`config.mk`:
```
export PLATFORM = sky130hd
export DESIGN_NAME = adder_arbiter
export DESIGN_NICKNAME = d
export VERILOG_FILES = /design/src/rtl/adder_arbiter_pkg.sv /design/src/rtl/rr_arbiter.sv /design/src/rtl/adder_arbiter.sv
export SDC_FILE = /design/constraint.sdc
export NUM_CORES = 1
export LEC_CHECK = 0
export ABC_AREA = 1
export CORE_MARGIN = 2
export CORE_UTILIZATION = 46
export DETAILED_ROUTE_END_ITERATION = 16
export GPL_ROUTABILITY_DRIVEN = 0
export PLACE_DENSITY = 0.79
export SETUP_SLACK_MARGIN = 0.02
export SLEW_MARGIN = 10
export SYNTH_ARGS = -nofsm -noshare
export SYNTH_HDL_FRONTEND = slang
export SYNTH_SLANG_ARGS = --single-unit
```
`constraint.sdc`:
```
create_clock -name clk -period 2.08 [get_ports clk]
set_input_delay 0.52 -clock clk [delete_from_list [all_inputs] [get_ports clk]]
set_output_delay 0.52 -clock clk [all_outputs]
set_load 0.03 [all_outputs]
```
`src/rtl/adder_arbiter_pkg.sv`:
```
// adder_arbiter_pkg: shared FSM state, default sizing and the shared 1-bit adder
package adder_arbiter_pkg;
  typedef enum logic {IDLE, BUSY} state_e;
  localparam int NUM_REQ_DEF = 4;
  localparam int CNT_W_DEF = 16;
  function automatic logic [1:0] add2(input logic a, input logic b);
    return {1'b0, a} + {1'b0, b};
  endfunction
endpackage

```
`src/rtl/rr_arbiter.sv`:
```
// rr_arbiter: round-robin pick of the first set req bit at or after ptr, wrapping
module rr_arbiter #(
  parameter int N = 4,
  parameter int IW = $clog2(N)
) (
  input  logic [N-1:0]  req_i,
  input  logic [IW-1:0] ptr_i,
  output logic [N-1:0]  gnt_o,
  output logic [IW-1:0] idx_o,
  output logic          any_o
);
  logic [IW-1:0] j;
  always_comb begin
    idx_o = '0;
    j = '0;
    // Walk offsets from farthest to nearest so the nearest set bit wins
    for (int k = N - 1; k >= 0; k--) begin
      j = IW'((int'(ptr_i) + k) % N);
      idx_o = req_i[j] ? j : idx_o;
    end
  end
  assign any_o = |req_i;
  assign gnt_o = any_o ? N'(1) << idx_o : '0;
endmodule

```
`src/rtl/adder_arbiter.sv`:
```
// adder_arbiter: round-robin shared 1-bit adder with one-deep registered response
module adder_arbiter
  import adder_arbiter_pkg::*;
#(
  parameter int NUM_REQ = NUM_REQ_DEF,
  parameter int CNT_W = CNT_W_DEF
) (
  input  logic                       clk,
  input  logic                       rst_n,
  input  logic [NUM_REQ-1:0]         req_valid,
  input  logic [NUM_REQ-1:0]         req_op1,
  input  logic [NUM_REQ-1:0]         req_op2,
  output logic [NUM_REQ-1:0]         req_ready,
  output logic                       rsp_valid,
  output logic [1:0]                 rsp_ans,
  output logic [$clog2(NUM_REQ)-1:0] rsp_id,
  input  logic                       rsp_ready,
  output logic [CNT_W-1:0]           done_cnt
);
  localparam int IW = $clog2(NUM_REQ);
  state_e state_q, state_d;
  logic op1_q, op1_d, op2_q, op2_d;
  logic [IW-1:0] id_q, id_d, ptr_q, ptr_d, gidx;
  logic [CNT_W-1:0] cnt_q, cnt_d;
  logic [NUM_REQ-1:0] gnt;
  logic any, accept, grant;
  rr_arbiter #(.N(NUM_REQ), .IW(IW)) u_rr (
    .req_i(req_valid),
    .ptr_i(ptr_q),
    .gnt_o(gnt),
    .idx_o(gidx),
    .any_o(any)
  );
  always_comb begin
    accept = (state_q == IDLE) || rsp_ready;
    // rst_n gating keeps req_ready quiet while reset is held
    grant = accept && any && rst_n;
    state_d = grant ? BUSY : (rsp_ready ? IDLE : state_q);
    op1_d = grant ? req_op1[gidx] : op1_q;
    op2_d = grant ? req_op2[gidx] : op2_q;
    id_d = grant ? gidx : id_q;
    ptr_d = grant ? ((gidx == IW'(NUM_REQ - 1)) ? '0 : gidx + 1'b1) : ptr_q;
    cnt_d = cnt_q + CNT_W'(rsp_valid && rsp_ready);
  end
  always_ff @(posedge clk or negedge rst_n) begin
    if (!rst_n) begin
      state_q <= IDLE;
      op1_q <= 1'b0;
      op2_q <= 1'b0;
      id_q <= '0;
      ptr_q <= '0;
      cnt_q <= '0;
    end else begin
      state_q <= state_d;
      op1_q <= op1_d;
      op2_q <= op2_d;
      id_q <= id_d;
      ptr_q <= ptr_d;
      cnt_q <= cnt_d;
    end
  end
  assign req_ready = grant ? gnt : '0;
  assign rsp_valid = state_q == BUSY;
  assign rsp_ans = add2(op1_q, op2_q);
  assign rsp_id = id_q;
  assign done_cnt = cnt_q;
endmodule

```
==> qor.csv, run 1 <==
metric;value;unit
synth_top_family_by_area;simple AND/OR/NAND/NOR gates;
clkTransAtPathRegs;0.12;ns
cts-hold-fix-buffers;0;
met3_usage;2.46;%
p_per_area;1450;nW/um2
cts_tree;built;
netlist_area;1320;um2
power;3320;uW
path_max_fanout;7;
first_pass_iters;4;
hpwl;2620;um
grt.overflow.total;0;
grt_pass1_vias;1357;
globalRouteMet2Util;43.2;%
synth.distinct_cells;24;
initial_core_util;48.4;%
cts_num_sinks;23;
fmaxAchievable;386;MHz
synth_fp_nets;188;
final_layout_size_suffix_gt1_share;40.3;%
grt.busiest_layer;met2;
ys_ff_latch;23;
groute.usage.overall;22.2;%
yosys.area.top_type_share;43.5;%
worstHoldStart;done_cnt[15];
setup_viol;4;
synth-adder-area-share;6.62;%
drt-wirelength-per-cell;14.2;um
r2r_cells;15;
fp.coreArea;2730;um2
endpoint_kind;output pin;
nNetsFinal;266;
rows;19;
wirelength;3900;um
yosys.area_share.simple;28.4;%
synthXorXnorAreaFrac;8.60;%
grt_start_max_net_pins;24;
die-area;3320;um2
fin_tns_setup;-1.96;ns
yosys.area.top_type;dfrtp_1;
drc;0;
vias;1395;
min_period_over_period;124;%
whs_path_depth;1;
worstSetupStartpointType;flip-flop;
path_class;flip-flop to output pin;
synth_area_leaders;dfrtp_1, nand2_1, inv_1, nand3_1, ha_1;
die_h;57.6;um
area_growth;72.8;%
final_common_cell;buf_4;
yosys-mux-area-fraction;0;%
violations;setup timing;
cts_root_buffer;clkbuf_4;
setup_ws;-0.508;ns
worstReg2RegEnd;op1_q;
dpl_cell_area;1980;um2
holdWs;0.476;ns
numCtsBuffers;3;
syn_avg_cell_area;7.97;um2
io_buffers;39;
final_area;2290;um2
status;complete, but fails checks;
syn_inst;166;
clock_latency;0.30;ns
cp_data_arrival_time;2.07;ns
synth_compound_area_share;3.97;%
htree_num_levels;1;
die_x;57.6;um
antenna_cells;0;
grt_use_met1;23.8;%
max_slew.worst_pin.slew;0.333;ns
clockBufferDepth;2;
cp.required;1.56;ns
p_leak;0.00118;uW
vias_per_cell;5.09;
hold_viol;0;
min_to;done_cnt[15];
worstReg2RegStart;ptr_q[0];
ios;40;
max_cap_violations;0;
layout_common_cells;buf_4, nand2_1, clkdlybuf4s50_1;
ys_warn_count;0;
max_slew_margin;77.7;%
antenna_found_initial;0;
hp-class;flip-flop to flip-flop;
drt.antenna.violating_nets;0;
postLayoutCoreUtil;83.7;%
drv_slew;0;
timing.reg2reg.setup_slack;0.16;ns
grt_pass1_wl;5710;um
ir_drop;1.21;mV
drt_iter0_drc;37;
clock_skew;0.00191;ns
rsz0062_at_grt;yes;
period_minus_slack;2.59;ns
ys_seq_area_share;43.5;%
## timing repair
item / CTS / global route
resized for setup: 42 / 21
endpoints found under the setup margin: 9 / 5
pin swaps: 18 / 14
cloned: 0 / 0
hold endpoints to repair: 0 / 0
buffers inserted: 6 / 7
## where the power goes
group	leakage, uW	internal, uW	switching, uW
Clock	0.0000150	74.6	122
Sequential	0.000292	578	125
Combinational	0.000876	1060	1360
## critical path, stage by stage (launching register included)
cell and delay [ns]:
dfrtp_2 0.47, clkinv_4 0.13, nand2_4 0.06, nand2_2 0.09, nand2_1 0.08, nor2_2 0.15
o21ai_2 0.08, a21boi_2 0.22, ha_1 0.18, inv_1 0.06, nor2_4 0.11, buf_6 0.13
## state kept, by name, summed over array words and instances (netlist names)
name       count
op2_q          1
rsp_valid      1
ptr_q          2
done_cnt      16
rsp_id         2
op1_q          1
## through the flow
step	worst slack, ns	std cells
after CTS	-0.460	267
after floorplan	0.0251	166
after global routing	-0.614	274
final	-0.508	274
after detailed placement	-0.679	257
after global placement	-0.585	257
## layout make-up
type	instances	area (um2)
tap	31	38.8
inverter	28	113
clock buffer	4	26.3
sequential	23	577
fill	158	447
multi-input combinational	113	852
timing repair buffer	75	681
## logic make-up (layout without fill, tap and decap cells)
| family | Yosys count | in the layout |
|---|---|---|
| AO/OA/AOI/OAI | 9 | 9 |
| XOR/XNOR | 13 | 13 |
| adder cells (fa/ha/maj) | 7 | 7 |
| buffers and inverters | 30 | 107 |
| flip-flops | 23 | 23 |
| AND/OR/NAND/NOR | 84 | 84 |
## layer usage
layer | share of wire, % | vias up
met2 | 55 | 46
met1 | 38 | 668
li1 | - | 671
met5 | 0 | -
met3 | 4.4 | 10
met4 | 2.2 | 0
## worst max path at each step
stage	startpoint	to	slack, ns	depth (start not counted)
final	ptr_q[0]	req_ready[3]	-0.51	11
after global routing	ptr_q[0]	req_ready[1]	-0.61	12
after CTS	ptr_q[0]	req_ready[2]	-0.46	13
after detailed placement	req_valid[3]	req_ready[2]	-0.68	14
after global placement	req_valid[2]	req_ready[2]	-0.59	14
after floorplan	req_valid[3]	req_ready[2]	0.03	12
## cell usage after synthesis, drive strengths merged
cell type	number
a21boi	1
dfrtp	23
a31oi	2
ha	7
nor3	1
xor2	8
clkbuf	1
nand2	48
xnor2	5
nand3	20
nor3b	1
buf	1
o21a	1
o21ai	4
inv	28
a21oi	1
nor2	11
nand4	3
Power figures use the tool's default switching activity.
==> inputs of run 2 (changes only) <==
- CORE_UTILIZATION: 46 -> 45
- PLACE_DENSITY: 0.79 -> 0.77
==> run 2 against run 1 <==
  * Worst hold slack improved by 0.015 ns
  * Power shrank 6.4%
  * Design area shrank 3.7%
  * Wire length down 11%
  * The run still ends with setup timing left
  * Largest power group unchanged
  * Largest cell class unchanged
  * Core utilization down 4.5 points
  * Clock power is 2% higher
  * Worst setup slack gained 0.048 ns
  * Clock skew up 0.0038 ns
  * Fmax grew 1.9%
  * Critical path depth is the same
  * Critical endpoint is now req_ready[2]
==> qor.csv, run 2 (synthesis results as in run 1) <==
metric;value;unit;change
max_slew.worst_pin.slew;0.321;ns;was 0.333 ns
io_buffers;39;;unchanged
crit_chain;clkinv_4 -> nand2_2 -> nand2_4 -> nand2_2 -> nor2_2 -> o21ai_2 -> a21boi_2 -> ha_2 -> inv_2 -> nor2_4 -> buf_6;;was clkinv_4 -> nand2_4 -> nand2_2 -> nand2_1 -> nor2_2 -> o21ai_2 -> a21boi_2 -> ha_1 -> inv_1 -> nor2_4 -> buf_6
r2r_cells;10;;was 15
period_minus_slack;2.54;ns;was 2.59 ns
hold_viol;0;;unchanged
min_period_over_period;122;%;was 124%
sequentialPowerShare;23.1;%;was 21.1%
rsz0062_at_grt;yes;;unchanged
clock_latency;0.31;ns;was 0.30 ns
power;3110;uW;was 3320 uW
slowest_delay;0.50;ns;was 0.47 ns
whs_path_depth;1;;unchanged
numCtsBuffers;3;;unchanged
first_pass_iters;4;;unchanged
grt_pass1_vias;1348;;was 1357
globalRouteMet2Util;41.9;%;was 43.2%
setup_ws;-0.461;ns;was -0.508 ns
p_comb_share;70.5;%;was 73.0%
postLayoutCoreUtil;79.2;%;was 83.7%
groute.usage.overall;21.0;%;was 22.2%
drt_iter0_drc;31;;was 37
cp.required;1.56;ns;about the same
layout_common_cells;buf_4, nand2_1, clkdlybuf4s50_1;;unchanged
p_int;1590;uW;was 1710 uW
path_common_cell;nand2_2;;
timing.reg2reg.setup_slack;0.26;ns;was 0.16 ns
die_x;58.2;um;was 57.6 um
drv_slew;0;;unchanged
grt_use_met1;22.0;%;was 23.8%
fp.coreArea;2780;um2;was 2730 um2
fmaxAchievable;394;MHz;was 386 MHz
status;complete, but fails checks;;unchanged
ios;40;;unchanged
holdWs;0.492;ns;was 0.476 ns
ir_drop;1.37;mV;was 1.21 mV
fillers;208;;was 158
endpoint_kind;output pin;;unchanged
setup_viol;4;;unchanged
path_class;flip-flop to output pin;;unchanged
clkTransAtPathRegs;0.12;ns;about the same
area_growth;66.4;%;was 72.8%
drt.antenna.violating_nets;0;;unchanged
grt_pass1_wl;5440;um;was 5710 um
crit_path_top_delay_cell;dfrtp_2;;unchanged
hpwl;2530;um;was 2620 um
wirelength;3470;um;was 3900 um
grt_start_max_net_pins;24;;unchanged
worstReg2RegEnd;done_cnt[14];;was op1_q
drc;0;;unchanged
antenna_found_initial;0;;unchanged
cts_tree;built;;unchanged
cts_num_sinks;23;;unchanged
worstReg2RegStart;rsp_valid;;was ptr_q[0]
htree_num_levels;1;;unchanged
max_cap_violations;0;;unchanged
grt.busiest_layer;met2;;unchanged
critical_path.endpoint;req_ready[2];;was req_ready[3]
fin_tns_setup;-1.81;ns;was -1.96 ns
initial_core_util;47.6;%;was 48.4%
drt-wirelength-per-cell;12.9;um;was 14.2 um
max_slew_margin;78.5;%;was 77.7%
vias;1370;;was 1395
clockBufferDepth;2;;unchanged
cp_data_arrival_time;2.02;ns;was 2.07 ns
vias_per_cell;5.09;;about the same
final_common_cell;buf_4;;unchanged
largest_reg_flops;16;;unchanged
rows;19;;unchanged
met3_usage;3.35;%;was 2.46%
cts_root_buffer;clkbuf_4;;unchanged
swShare;48.9;%;was 48.5%
die-area;3390;um2;was 3320 um2
critPathLaunch;ptr_q[0];;unchanged
violations;setup timing;;unchanged
antenna_cells;0;;unchanged
final_layout_size_suffix_gt1_share;39.5;%;was 40.3%
place_inst;255;;was 257
die_h;58.2;um;was 57.6 um
power.net_switching;1520;uW;was 1610 uW
stdcell_count;269;;was 274
nNetsFinal;261;;was 266
p_leak;0.00114;uW;was 0.00118 uW
clkPwrFrac;6.5;%;was 5.9%
worstSetupStartpointType;flip-flop;;unchanged
clock_skew;0.00575;ns;was 0.00191 ns
p_per_area;1410;nW/um2;was 1450 nW/um2
grt.overflow.total;0;;unchanged
hp-class;flip-flop to flip-flop;;unchanged
path_max_fanout;7;;unchanged
run 2: final cells by class:
class / count / area, um2 / share of cell area, %
clock buffers: 3 / 22.5 / 1.02
clock inverters: 1 / 5.00 / 0.227
inverters: 28 / 113 / 5.11
multi-input cells: 113 / 820 / 37.2
flip-flops and latches: 23 / 577 / 26.2
well taps: 31 / 38.8 / 1.76
repair buffers: 70 / 627 / 28.5
run 2: power by group through the flow:
stage	logic [uW]	registers, uW	clock network [uW]
finish	2190	717	201
global route	2380	733	232
CTS	2000	706	207
detailed placement	1740	714	0
global placement	1670	707	0
floorplan	971	851	0
run 2: layer usage:
layer  wire length, um  vias up
met3               165        9
met4                76        0
li1                  -      663
met1              1310      656
met5                 0        -
met2              1910       42
run 2: how the worst min path moves through the flow:
stage	startpoint	slack [ns]	end
2_1_floorplan	rst_n	0.22	done_cnt[0]
3_3_place_gp	done_cnt[15]	0.45	done_cnt[15]
3_5_place_dp	done_cnt[15]	0.47	done_cnt[15]
4_1_cts	done_cnt[15]	0.49	done_cnt[15]
6_report	done_cnt[15]	0.49	done_cnt[15]
5_1_grt	done_cnt[14]	0.53	done_cnt[14]
run 2: repair_timing:
action,in CTS,in global routing
gates cloned,0,0
hold buffers,0,0
pin swaps,18,17
buffers inserted,9,1
endpoints found under the setup margin,9,5
resized for setup,33,24
run 2: worst max-delay path: cells and delay by family, from the launching register on:
| family | cells | cell delay [ns] |
|---|---|---|
| DFF | 1 | 0.50 |
| adders and majority gates | 1 | 0.23 |
| buffers and inverters | 3 | 0.30 |
| and+or+nand+nor | 5 | 0.37 |
| AOI/OAI and AO/OA | 2 | 0.31 |
run 2: through the flow:
step,area (um2),setup WS (ns)
after global routing,2200,-0.596
after floorplan,1380,0.0251
after detailed placement,1950,-0.735
after CTS,2110,-0.478
final,2200,-0.461
after global placement,1950,-0.645
==> patch 1, RTL diff (config.mk and constraints of run 2) <==
Set the package constant `CNT_W_DEF` to 32 (it was 16).
--- a/src/rtl/adder_arbiter_pkg.sv
+++ b/src/rtl/adder_arbiter_pkg.sv
@@ -2,7 +2,7 @@
 package adder_arbiter_pkg;
   typedef enum logic {IDLE, BUSY} state_e;
   localparam int NUM_REQ_DEF = 4;
-  localparam int CNT_W_DEF = 16;
+  localparam int CNT_W_DEF = 32;
   function automatic logic [1:0] add2(input logic a, input logic b);
     return {1'b0, a} + {1'b0, b};
   endfunction
Interface: changed (resized done_cnt); port bits go from 40 to 56. The function was not compared with the original's and may differ.
==> patch 1 against run 2 <==
Routed wire length up 59%; final cell count up 52%; setup slack worse by 9.0 ps; first-iteration DRC count rose to 4.3 times the old value; critical endpoint is now req_ready[1]; the flow still finishes with violations (negative setup slack); design area up 56%; largest cell class unchanged; synthesized area up 64%; maximum frequency down 0.35%; total power up 27%; highest routed layer unchanged; sequential cell count up 16.
==> patch 1: results (changes against run 2) <==
Status: finished with violations
Failing checks: negative setup slack
Setup crit end: req_ready[1]
Clock slew at reported path FFs: 80 ps (-40 ps)
Sw Ratio: 0.421 (-0.0679)
Max Fanout on Critical Path: 6 (-1)
TritonCTS Buffers: 5 (+2)
Worst Skew: 11.1 ps (+5.34 ps)
Final setup viols: 5 (+1)
DP Wirelength: 3850 um (+52%)
Cells after Synth: 257 (+55%)
Largest cells by area after synthesis: dfrtp_1, nand2_1, xor2_1
Register area share after synthesis: 0.450 (+0.0150)
Clock power share: 0.165 (+0.100)
Synthesized Nets: 279 (+48%)
Setup tns final: -1880 ps (-72.9 ps)
Via count: 2034 (+48%)
Clk Latency, worst-skew pair: 290 ps (-20 ps)
TritonRoute pass-1 iters: 6 (+2)
Layout Nets: 376 (+44%)
Commonest cells in the netlist: nand2_1, dfrtp_1, inv_1
Leakage dissipation: 1.65 nW (+46%)
Reg-to-Reg End: op2_q
Vias in the first global route: 1922 (+43%)
Worst min path class: primary input to asynchronous set/reset pin
Maximum vdd ir drop: 957 uV (-30%)
Worst r2r path cells: 13 (+3)
Final worst-path setup slack: -470 ps (-8.98 ps)
Starting DRC count in detailed routing: 132 (+330%)
Max H-tree Level: 2 (+1)
Gr usage total: 0.204 (-0.00575)
-- patch 1: cell count changes after synthesis, sizes merged, moves of 2 or more --
cell / change
nand4: +2
nor3: +10
nor2: +15
dfrtp: +16
o21ai: +2
xnor2: +5
xor2: +12
or2: +2
a31oi: -2
nand3: +2
nand2: +12
inv: +12
-- patch 1: worst reg2reg max path, cell delays in order, from the launching register on --
cell,delay [ps]
dfrtp_2,460
buf_6,160
o21ai_2,160
nand2_2,90
nand2_1,80
inv_2,50
nand3_2,130
nand2_8,80
buf_4,140
buf_4,130
buf_4,140
or2_2,270
nand3_1,70
nand3_1,70
-- patch 1: layout make-up --
class,instances,area (um2)
multi-input cells,176,1270
fillers,337,1260
flip-flops and latches,39,980
repair buffers,92,842
inverters,40,158
clock buffers,6,82.6
well taps,54,67.6
clock inverters,2,35.0
-- patch 1: repair_timing --
| action | 4_1_cts | 5_1_grt |
|---|---|---|
| gates resized for setup | 37 | 19 |
| endpoints found under the setup margin | 23 | 10 |
| pin swaps | 14 | 14 |
| buffers inserted | 7 | 4 |
-- patch 1: per-stage QoR --
stage / setup WS [ps] / hold slack, ps
after floorplan: 8.46 / 224
after global placement: -608 / 455
after detailed placement: -678 / 464
after CTS: -389 / 354
after global routing: -562 / 396
final: -470 / 336
-- patch 1: kinds of logic after synthesis --
logic type,after synthesis,synth area share
fa+ha+maj,7,0.0404
xor+xnor,30,0.121
simple gates,130,0.290
buf+inv,42,0.0744
compound gates,9,0.0248
flops,39,0.450
-- patch 1: layer usage --
layer,share of wire,wire (um),track usage
met5,0,0,0
met4,0.023,126,0.0646
met3,0.040,219,0.0466
met2,0.50,2760,0.332
met1,0.44,2400,0.270
==> patch 2, RTL diff (config.mk and constraints of run 2) <==
Made on the original files. Put one more register stage on the output `done_cnt`, with the module's reset. The value now appears one clock later. The other outputs are not delayed to match.
--- a/src/rtl/adder_arbiter.sv
+++ b/src/rtl/adder_arbiter.sv
@@ -63,6 +63,12 @@
   assign rsp_valid = state_q == BUSY;
   assign rsp_ans = add2(op1_q, op2_q);
   assign rsp_id = id_q;
-  assign done_cnt = cnt_q;
+  always_ff @(posedge clk or negedge rst_n) begin
+    if (!rst_n) begin
+      done_cnt <= '0;
+    end else begin
+      done_cnt <= cnt_q;
+    end
+  end
 endmodule
 
Formal check against the unedited RTL: not equivalent (Yosys sat finds a counterexample within 4 cycles, from zero or initial values and one cycle with rst_n low).
==> patch 2 against run 2 <==
The run still ends with negative setup slack left; global-route usage rose by 0.18 points; synthesized area rose by 30%; largest power group unchanged; routed wire length rose by 37%; design area rose by 30%; sequential cell count rose by 16; total power rose by 32%; setup slack got worse by 36 ps; clock skew barely moved; critical endpoint unchanged; count of clock-buffer cells in the layout rose by 2; critical path type unchanged.
==> patch 2: results (changes against run 2) <==
Antenna diode count: 0 (unchanged)
CP max stage cell: dfrtp_2
Synth unique cells: 24 (unchanged)
Final worst-path setup slack: -497 ps (-36.1 ps)
Port Buf Inserts: 39 (unchanged)
Max Root-Sink Buffers: 2 (unchanged)
Leakage dissipation: 1.43 nW (+26%)
Initial antenna violation count: 0 (unchanged)
CP arrival: 2060 ps (+40 ps)
Crit path largest cell delay: 460 ps (-40 ps)
Via density: 4.90 (-3.8%)
Max Fanout on Critical Path: 7 (unchanged)
Worst Setup SP: ptr_q[0]
Post-synthesis mux area share: 0 (unchanged)
Synth warnings: 0 (unchanged)
Max H-tree Level: 2 (+1)
FFs w/ async S/R, synth: 1.00 (unchanged)
Final ANT Viol Nets: 0 (unchanged)
First-pass GRT wire length: 6660 um (+22%)
Commonest cells in the netlist: nand2_1, dfrtp_1, inv_1
Register area share after synthesis: 0.566 (+0.131)
Clock slew at reported path FFs: 70 ps (-50 ps)
Gr usage total: 0.211 (+0.00177)
Final hold slack: 282 ps (-210 ps)
Layout Nets: 290 (+11%)
Setup tns final: -1920 ps (-113 ps)
CP delay by family, top: simple AND/OR/NAND/NOR gates
Largest net degree at the start of global routing: 40 (+67%)
Pre-CTS setup slack: -654 ps (+80.6 ps)
CTS root buffer: clkbuf_8
Ys flop type: dfrtp_1
Worst slew margin: 0.690 (-0.0947)
Via count: 1543 (+13%)
Placed Area: 2400 um2 (+23%)
Worst r2r path cells: 15 (+5)
Complex-gate fraction of the synthesized area: 0.0305 (-0.00922)
Largest cells by area after synthesis: dfrtp_1, nand2_1, inv_1
R2R Setup Slk: 130 ps (-130 ps)
Post-synthesis adder-cell area fraction: 0.0508 (-0.0154)
Worst Skew: 5.65 ps (-0.102 ps)
TritonRoute pass-1 iters: 4 (unchanged)
Cells after Synth: 182 (+9.6%)
DP Wirelength: 2680 um (+5.8%)
Status: finished with violations
Layout cells sized above 1: 0.416 (+0.0208)
Clk Latency, worst-skew pair: 290 ps (-20 ps)
Final setup viols: 4 (unchanged)
Post-Route WL: 4740 um (+37%)
Design area: 2870 um2 (+30%)
XOR/XNOR Fraction of Synth Area: 0.0660 (-0.0200)
Failing checks: negative setup slack
Fill cells: 220 (+5.8%)
Synthesized Nets: 204 (+8.5%)
Sw Ratio: 0.454 (-0.0353)
Largest registers: cnt_q (16), done_cnt (16)
Starting DRC count in detailed routing: 77 (+150%)
Reg-to-Reg End: op1_q
Maximum vdd ir drop: 870 uV (-37%)
Worst min path class: primary input to asynchronous set/reset pin
TritonCTS Buffers: 5 (+2)
[patch 2: cell types whose count changed after synthesis]
cell / before / now
dfrtp_1: 23 / 39
[patch 2: what timing repair did]
item,in CTS,in global routing
endpoints found under the setup margin,9,5
buffers inserted,13,5
pin swaps,18,19
resized for setup,41,36
hold buffers,0,0
hold endpoints to repair,0,0
gates cloned,0,0
[patch 2: worst max-delay path by stage]
stage	endpoint	cells after the start
after global placement	req_ready[2]	14
after detailed placement	req_ready[2]	14
after floorplan	req_ready[2]	12
after CTS	req_ready[3]	11
after global routing	req_ready[0]	12
final	req_ready[2]	13
[patch 2: final cells by class]
class                   instances  area share
multi-input cells             113       0.319
well taps                      48      0.0209
clock buffers                   5      0.0240
repair buffers                 81       0.253
flip-flops and latches         39       0.340
inverters                      28      0.0401
clock inverters                 1     0.00262
[patch 2: per-layer routing]
layer | vias up | part of all wire | GRT usage
met3 | 16 | 0.045 | 0.0596
li1 | 737 | - | -
met1 | 743 | 0.39 | 0.260
met5 | - | 0 | 0
met4 | 0 | 0.036 | 0.0885
met2 | 47 | 0.53 | 0.347
[patch 2: kinds of logic (layout without fill, tap and decap cells)]
family                     count (synthesis)  count (layout)
DFF                                       39              39
buffers and inverters                     30             115
and+or+nand+nor                           84              84
AOI/OAI and AO/OA                          9               9
xor gates and xnor gates                  13              13
adders and majority gates                  7               7
[patch 2: power groups by stage]
stage / Sequential [mW] / Combinational (mW) / Clock (mW)
detailed placement: 1.11 / 1.79 / 0
CTS: 1.11 / 2.06 / 0.480
finish: 1.13 / 2.51 / 0.467
global placement: 1.10 / 1.75 / 0
global route: 1.16 / 2.67 / 0.516
floorplan: 1.24 / 0.972 / 0
